--- config.mk ---
export PLATFORM = sky130hd
export DESIGN_NAME = axil_lsu_arb
export DESIGN_NICKNAME = d
export VERILOG_FILES = /design/src/rtl/lsu_pkg.sv /design/src/rtl/lsu_lane_align.sv /design/src/rtl/axil_lsu_arb.sv
export SDC_FILE = /design/constraint.sdc
export NUM_CORES = 1
export LEC_CHECK = 0
export ABC_CLOCK_PERIOD_IN_PS = 2490
export CORE_ASPECT_RATIO = 2
export CORE_MARGIN = 1
export CORE_UTILIZATION = 30
export DETAILED_ROUTE_END_ITERATION = 6
export GPL_TIMING_DRIVEN = 0
export PLACE_DENSITY = 0.61
export SLEW_MARGIN = 30
export SYNTH_ARGS = -nofsm -noshare
export SYNTH_HDL_FRONTEND = slang
export SYNTH_HIERARCHICAL = 1
export SYNTH_SLANG_ARGS = --single-unit
--- constraint.sdc ---
create_clock -name clock -period 2.49 [get_ports clock]
set_input_delay 0.3735 -clock clock [delete_from_list [all_inputs] [get_ports clock]]
set_output_delay 0.3735 -clock clock [all_outputs]
set_load 0.05 [all_outputs]
--- src/rtl/lsu_pkg.sv ---
// Shared definitions for the AXI4-Lite load/store unit.
//   - access size encodings carried on ls_size
//   - AXI response codes and protection constants
//   - FSM state encodings shared by the top level
//   - misaligned(): alignment check for a given size and low address bits
package lsu_pkg;

   localparam logic [1:0] SZ_BYTE  = 2'b00;
   localparam logic [1:0] SZ_HALF  = 2'b01;
   localparam logic [1:0] SZ_WORD  = 2'b10;
   localparam logic [1:0] SZ_DWORD = 2'b11;

   localparam logic [1:0] RESP_OKAY   = 2'b00;
   localparam logic [1:0] RESP_SLVERR = 2'b10;
   localparam logic [1:0] RESP_DECERR = 2'b11;

   localparam logic [2:0] PROT_FETCH = 3'b100;
   localparam logic [2:0] PROT_DATA  = 3'b000;

   typedef logic [3:0] state_t;

   localparam state_t ST_IDLE   = 4'd0;
   localparam state_t ST_RD_A   = 4'd1;
   localparam state_t ST_RD_D   = 4'd2;
   localparam state_t ST_WR_AWW = 4'd3;
   localparam state_t ST_WR_W   = 4'd4;
   localparam state_t ST_WR_AW  = 4'd5;
   localparam state_t ST_WR_B   = 4'd6;
   localparam state_t ST_RESP   = 4'd7;
   localparam state_t ST_ERR    = 4'd8;

   // A doubleword is only legal on a 64-bit bus; on a 32-bit bus it traps.
   function automatic logic misaligned(input logic [1:0] size,
                                       input logic [2:0] low,
                                       input logic       dword_ok);
      case (size)
         SZ_BYTE: misaligned = 1'b0;
         SZ_HALF: misaligned = low[0];
         SZ_WORD: misaligned = |low[1:0];
         default: misaligned = !dword_ok || (|low);
      endcase
   endfunction

endpackage

--- src/rtl/lsu_lane_align.sv ---
// Combinational byte-lane alignment for the load/store unit.
//   size/is_signed/offset : latched access attributes (offset = low address bits)
//   st_data -> wdata/wstrb : store datum replicated across lanes, strobe at offset
//   rdata   -> ld_data     : lane extracted at offset, sign/zero extended
module lsu_lane_align
   import lsu_pkg::*;
#(
   parameter int DATA_W = 32,
   parameter int OFF_W  = $clog2(DATA_W / 8)
) (
   input  logic [1:0]          size,
   input  logic                is_signed,
   input  logic [OFF_W-1:0]    offset,
   input  logic [DATA_W-1:0]   st_data,
   output logic [DATA_W-1:0]   wdata,
   output logic [DATA_W/8-1:0] wstrb,
   input  logic [DATA_W-1:0]   rdata,
   output logic [DATA_W-1:0]   ld_data
);

   localparam int NB = DATA_W / 8;

   logic [NB-1:0]     size_mask;
   logic [DATA_W-1:0] shifted;
   logic [DATA_W-1:0] keep;
   logic              ext_bit;

   // Each byte lane takes the datum byte that lands on it when the sized
   // datum is tiled across the bus; a DWORD on a 32-bit bus degenerates to WORD.
   genvar gi;
   generate
      for (gi = 0; gi < NB; gi++) begin : g_lane
         assign wdata[gi*8 +: 8] = (size == SZ_BYTE) ? st_data[7:0] :
                                   (size == SZ_HALF) ? st_data[(gi % 2)*8 +: 8] :
                                   (size == SZ_WORD) ? st_data[(gi % 4)*8 +: 8] :
                                                       st_data[gi*8 +: 8];
      end
   endgenerate

   always_comb begin
      size_mask = NB'((1 << (1 << size)) - 1);
      wstrb     = size_mask << offset;
   end

   always_comb begin
      shifted = rdata >> {offset, 3'b000};
      keep    = '1;
      ext_bit = 1'b0;
      case (size)
         SZ_BYTE: begin
            keep    = DATA_W'(8'hFF);
            ext_bit = is_signed & shifted[7];
         end
         SZ_HALF: begin
            keep    = DATA_W'(16'hFFFF);
            ext_bit = is_signed & shifted[15];
         end
         SZ_WORD: begin
            keep    = DATA_W'(32'hFFFF_FFFF);
            ext_bit = is_signed & shifted[31];
         end
         default: begin
            keep    = '1;
            ext_bit = 1'b0;
         end
      endcase
      ld_data = (shifted & keep) | ({DATA_W{ext_bit}} & ~keep);
   end

endmodule

--- src/rtl/axil_lsu_arb.sv ---
// AXI4-Lite load/store unit with fetch/load-store arbitration.
//   if_*  : instruction fetch requester (valid/ready request, response pulse)
//   ls_*  : load/store requester (valid/ready request, response pulse)
//   m_*   : single AXI4-Lite master; all outputs derive from registers only
// One transaction is in flight at a time; requests are accepted only in IDLE.
module axil_lsu_arb
   import lsu_pkg::*;
#(
   parameter int DATA_W  = 32,
   parameter int ADDR_W  = 32,
   parameter int LS_PRIO = 1
) (
   input  logic                clock,
   input  logic                resetn,
   input  logic                if_req_valid,
   output logic                if_req_ready,
   input  logic [ADDR_W-1:0]   if_addr,
   output logic                if_rsp_valid,
   output logic [31:0]         if_rsp_data,
   output logic                if_rsp_err,
   input  logic                ls_req_valid,
   output logic                ls_req_ready,
   input  logic                ls_we,
   input  logic [1:0]          ls_size,
   input  logic                ls_signed,
   input  logic [ADDR_W-1:0]   ls_addr,
   input  logic [DATA_W-1:0]   ls_wdata,
   output logic                ls_rsp_valid,
   output logic [DATA_W-1:0]   ls_rsp_rdata,
   output logic                ls_rsp_err,
   output logic                ls_misalign,
   output logic [ADDR_W-1:0]   m_awaddr,
   output logic [2:0]          m_awprot,
   output logic                m_awvalid,
   input  logic                m_awready,
   output logic [DATA_W-1:0]   m_wdata,
   output logic [DATA_W/8-1:0] m_wstrb,
   output logic                m_wvalid,
   input  logic                m_wready,
   input  logic [1:0]          m_bresp,
   input  logic                m_bvalid,
   output logic                m_bready,
   output logic [ADDR_W-1:0]   m_araddr,
   output logic [2:0]          m_arprot,
   output logic                m_arvalid,
   input  logic                m_arready,
   input  logic [DATA_W-1:0]   m_rdata,
   input  logic [1:0]          m_rresp,
   input  logic                m_rvalid,
   output logic                m_rready
);

   localparam int NB    = DATA_W / 8;
   localparam int OFF_W = $clog2(NB);

   state_t            state_reg, state_next;
   logic              is_fetch_reg, we_reg, signed_reg, err_reg, misalign_reg;
   logic [1:0]        size_reg;
   logic [ADDR_W-1:0] addr_reg;
   logic [DATA_W-1:0] wdata_reg, rsp_data_reg;

   logic              take_ls, take_if, accept, req_misalign, rsp_phase;
   logic [DATA_W-1:0] lane_wdata, ld_data;
   logic [NB-1:0]     lane_wstrb;
   logic [31:0]       fetch_word;

   // Fixed-priority grant; the loser simply keeps its valid asserted.
   always_comb begin
      if (LS_PRIO != 0) begin
         take_ls = ls_req_valid;
         take_if = if_req_valid & ~ls_req_valid;
      end else begin
         take_if = if_req_valid;
         take_ls = ls_req_valid & ~if_req_valid;
      end
   end

   assign accept       = (state_reg == ST_IDLE) && (take_ls || take_if);
   assign ls_req_ready = resetn && (state_reg == ST_IDLE) && take_ls;
   assign if_req_ready = resetn && (state_reg == ST_IDLE) && take_if;
   assign req_misalign = take_ls ? misaligned(ls_size, ls_addr[2:0], DATA_W == 64)
                                 : (|if_addr[1:0]);

   always_comb begin
      state_next = state_reg;
      case (state_reg)
         ST_IDLE:
            if (accept)
               state_next = req_misalign ? ST_ERR
                          : (take_ls && ls_we) ? ST_WR_AWW : ST_RD_A;
         ST_RD_A:
            if (m_arready) state_next = m_rvalid ? ST_RESP : ST_RD_D;
         ST_RD_D:
            if (m_rvalid) state_next = ST_RESP;
         ST_WR_AWW:
            case ({m_awready, m_wready})
               2'b11:   state_next = m_bvalid ? ST_RESP : ST_WR_B;
               2'b10:   state_next = ST_WR_W;
               2'b01:   state_next = ST_WR_AW;
               default: state_next = ST_WR_AWW;
            endcase
         ST_WR_W:
            if (m_wready) state_next = m_bvalid ? ST_RESP : ST_WR_B;
         ST_WR_AW:
            if (m_awready) state_next = m_bvalid ? ST_RESP : ST_WR_B;
         ST_WR_B:
            if (m_bvalid) state_next = ST_RESP;
         default:
            state_next = ST_IDLE;
      endcase
   end

   always_ff @(posedge clock) begin
      if (!resetn) begin
         state_reg    <= ST_IDLE;
         is_fetch_reg <= 1'b0;
         we_reg       <= 1'b0;
         signed_reg   <= 1'b0;
         size_reg     <= SZ_BYTE;
         addr_reg     <= '0;
         wdata_reg    <= '0;
         rsp_data_reg <= '0;
         err_reg      <= 1'b0;
         misalign_reg <= 1'b0;
      end else begin
         state_reg <= state_next;
         if (accept) begin
            is_fetch_reg <= take_if;
            we_reg       <= take_ls & ls_we;
            signed_reg   <= take_ls & ls_signed;
            size_reg     <= take_ls ? ls_size : SZ_WORD;
            addr_reg     <= take_ls ? ls_addr : if_addr;
            wdata_reg    <= take_ls ? ls_wdata : '0;
            rsp_data_reg <= '0;
            err_reg      <= req_misalign;
            misalign_reg <= req_misalign;
         end else if (state_next == ST_RESP) begin
            misalign_reg <= 1'b0;
            if (we_reg) begin
               rsp_data_reg <= '0;
               err_reg      <= (m_bresp != RESP_OKAY);
            end else begin
               rsp_data_reg <= is_fetch_reg ? DATA_W'(fetch_word) : ld_data;
               err_reg      <= (m_rresp != RESP_OKAY);
            end
         end
      end
   end

   lsu_lane_align #(.DATA_W(DATA_W), .OFF_W(OFF_W)) u_align (
      .size      (size_reg),
      .is_signed (signed_reg),
      .offset    (addr_reg[OFF_W-1:0]),
      .st_data   (wdata_reg),
      .wdata     (lane_wdata),
      .wstrb     (lane_wstrb),
      .rdata     (m_rdata),
      .ld_data   (ld_data)
   );

   generate
      if (DATA_W == 64) begin : g_fetch64
         assign fetch_word = addr_reg[2] ? m_rdata[DATA_W-1:32] : m_rdata[31:0];
      end else begin : g_fetch32
         assign fetch_word = m_rdata[31:0];
      end
   endgenerate

   assign m_arvalid = (state_reg == ST_RD_A);
   assign m_rready  = (state_reg == ST_RD_A) || (state_reg == ST_RD_D);
   assign m_awvalid = (state_reg == ST_WR_AWW) || (state_reg == ST_WR_AW);
   assign m_wvalid  = (state_reg == ST_WR_AWW) || (state_reg == ST_WR_W);
   assign m_bready  = (state_reg == ST_WR_AWW) || (state_reg == ST_WR_W) ||
                      (state_reg == ST_WR_AW)  || (state_reg == ST_WR_B);
   assign m_araddr  = addr_reg;
   assign m_awaddr  = addr_reg;
   assign m_arprot  = is_fetch_reg ? PROT_FETCH : PROT_DATA;
   assign m_awprot  = PROT_DATA;
   assign m_wdata   = lane_wdata;
   // Strobes are only meaningful with wvalid; keep them quiet otherwise.
   assign m_wstrb   = m_wvalid ? lane_wstrb : '0;

   assign rsp_phase    = (state_reg == ST_RESP) || (state_reg == ST_ERR);
   assign if_rsp_valid = rsp_phase && is_fetch_reg;
   assign ls_rsp_valid = rsp_phase && !is_fetch_reg;
   assign if_rsp_data  = rsp_data_reg[31:0];
   assign ls_rsp_rdata = rsp_data_reg;
   assign if_rsp_err   = if_rsp_valid && err_reg;
   assign ls_rsp_err   = ls_rsp_valid && err_reg;
   assign ls_misalign  = ls_rsp_valid && misalign_reg;

endmodule

==> flow_summary.toml <==
[synthesis]
ys_warn_count = 6
yosysTopAreaCell = "dfxtp_1"
synth_area_leaders = "dfxtp_1 (32%), mux2i_1 (13%), buf_4 (8.6%), nand2_1 (7.4%), mux2_2 (6.8%)"
syn_area_um2 = 6780
synth_ff_type = "dfxtp_1"
syn_inst = 769
synth_top_area_share_pct = 31.6
avgSynthCellArea_um2 = 8.82
synth-seq-cells = 107
yosysSeqAreaShare_pct = 31.6
ys_types = 60
synthArstFlopShare_pct = 0
synth_edf_count = 0

[critical_path]
reg2reg_slack_ns = 0.08
start_kind = "register"
slowest_delay_ns = 0.58
path_class = "reg -> out"
crit_slowest_cell = "dlygate4sd2_1"
cp_cell_sequence = "inv_2 > ha_4 > buf_8 > buf_4 > nand2_1 > o21ai_0 > dlygate4sd2_1"
cp_top_family = "buffers and inverters"
end_kind = "primary output"
crit_required_ns = 2.12
crit_path_max_fanout = 6
worstPathArrival_ns = 2.07
critPathBufInv = 4

[power_and_ir_drop]
p_leak_nw = 4.89
power_density_nw_per_um2 = 769
irDropWorstVdd_uv = 606
power_mw = 8.34

[placement]
placed_cells = 1370
gp_congestion = 0.903
dp_hpwl_um = 21000
io_buffers = 321
pre_cts_ws_ns = -0.992
post_dp_cell_area_um2 = 10400

[sta]
fin_tns_setup_ns = 0
tightestPinTransition_ns = 0.733
hold_viol = 0
rsz0062_at_grt = "yes"
finalMaxSlewViolations = 0
max_freq_ghz = 0.410
layout_setup_ws_ns = 0.0508
finalSetupViolations = 0
slew_headroom_pct = 51.1
clock_skew_ns = 0.00774
finalCritPeriodShare_pct = 98.0
fin_crit_ns = 2.44
hold_ws_ns = 0.473

[floorplanning]
die_area_um2 = 23300
initial_core_util_pct = 30.6
ios = 327
die_w_um = 108
num_rows = 77
core_um2 = 22200
die_h_um = 215

[detailed_routing]
drt_iter0_drc = 142
wl_um = 25600
routedWlPerCell_um = 18.4
firstDrtPassIters = 6
via_per_inst = 4.87
route.detailed.drc = 0
postRouteAntennaNets = 0
dr_total_vias = 6768

[global_routing]
grt_max_degree = 18
grt_pass1_wl_um = 38700
grt_pass1_vias = 7176
antenna_found_initial = 0
grt_usage_pct = 22.2
grt-ovfl-total = 0

[layout]
nets = 1264
area_growth_pct = 59.8
fillers = 2188
design_area_um2 = 10800
instances_no_fill = 1391
n_antenna_cell = 0
postLayoutCoreUtil_pct = 48.9
drive_gt1_share_pct = 20.9

[run]
cap_violations = 0

[clock_tree]
cts_buffers = 9
cts_root_buf = "clkbuf_16"
cts_tree = "yes"
cts-hold-fix-buffers = 0
cts.sinks = 107
clockBufferDepth = 2
htreeDepth = 3
cts.reportedPaths.clkPinSlew_ns = 0.08
clk_latency_ns = 0.36

[run_status]
status = "finished, final reports clean"

[worst_hold_path]
hold_path_class = "reg -> reg"
==> layer usage <==
metal	vias to the layer above	global-route usage [%]	wire length (µm)
met2	270	43.6	14300
met5	-	0	0
li1	3293	-	-
met3	60	4.71	1560
met4	0	12.2	1340
met1	3145	20.0	8420
==> repair_timing <==
action	CTS	global route
buffers inserted	6	1
pin swaps	4	3
setup endpoints to repair	92	34
resized for setup	171	44
==> kinds of logic after synthesis <==
| logic type | share of synthesized area [%] |
|---|---|
| compound gates | 18.4 |
| xor+xnor | 0.387 |
| fa+ha+maj | 1.66 |
| buf+inv | 14.2 |
| flops | 31.6 |
| mux | 19.8 |
| other cells | 0.0553 |
| simple gates | 13.9 |
==> final timing paths <==
check | startpoint | endpoint | cells past startpoint
hold reg to reg | wdata_reg[20] | wdata_reg[20] | 1
setup reg to reg | size_reg[1] | if_rsp_data[31] | 10
setup / recovery | size_reg[0] | m_wdata[29] | 7
hold / removal | wdata_reg[20] | wdata_reg[20] | 1
==> cells in the final DEF (no fill, tap or decap), types with 7 or more instances in the layout <==
master,n
dfxtp_1,103
buf_2,19
mux2_2,41
clkdlybuf4s15_2,7
o21ai_0,26
nor2b_1,8
mux2i_1,87
clkdlybuf4s50_1,280
nor2_1,22
inv_1,15
a22o_1,34
a21oi_1,22
a211oi_1,10
clkbuf_16,9
o211a_1,32
nand2_1,133
buf_4,88
clkbuf_1,22
clkbuf_2,11
dlygate4sd2_1,13
nor3_1,8
==> cell type report <==
cell class	count	area [µm²]	area share, %
well taps	276	345	3.19
clock buffers	11	243	2.24
plain buffers	133	945	8.72
repair buffers	328	3200	29.5
clock inverters	5	83.8	0.773
multi-input cells	514	3800	35.1
inverters	17	66.3	0.612
flip-flops and latches	107	2150	19.9
==> cells in the mapped netlist (all sizes together), types with 2 or more instances <==
master / count
a22o: 34
o21a: 2
buf: 100
mux2: 41
o22ai: 3
inv: 17
o211a: 32
nor2b: 10
a21oi: 22
a2111oi: 2
o21bai: 2
ha: 9
a311o: 2
o2111ai: 2
and3: 2
a31oi: 4
clkbuf: 35
o21ai: 34
and2: 7
mux2i: 88
dfxtp: 107
nor3: 9
nand2: 133
nor3b: 3
or2b: 2
nand2b: 3
nor4: 2
nand3: 3
nand3b: 3
or2: 2
a21o: 2
a211oi: 11
nor2: 24
a21boi: 2
xnor2: 2
==> report_power, final <==
group          internal, mW  switching (mW)
clock network         0.914           0.671
logic                  1.80            2.77
registers              1.95           0.233
No activity file was read; power rests on OpenSTA's default activity.
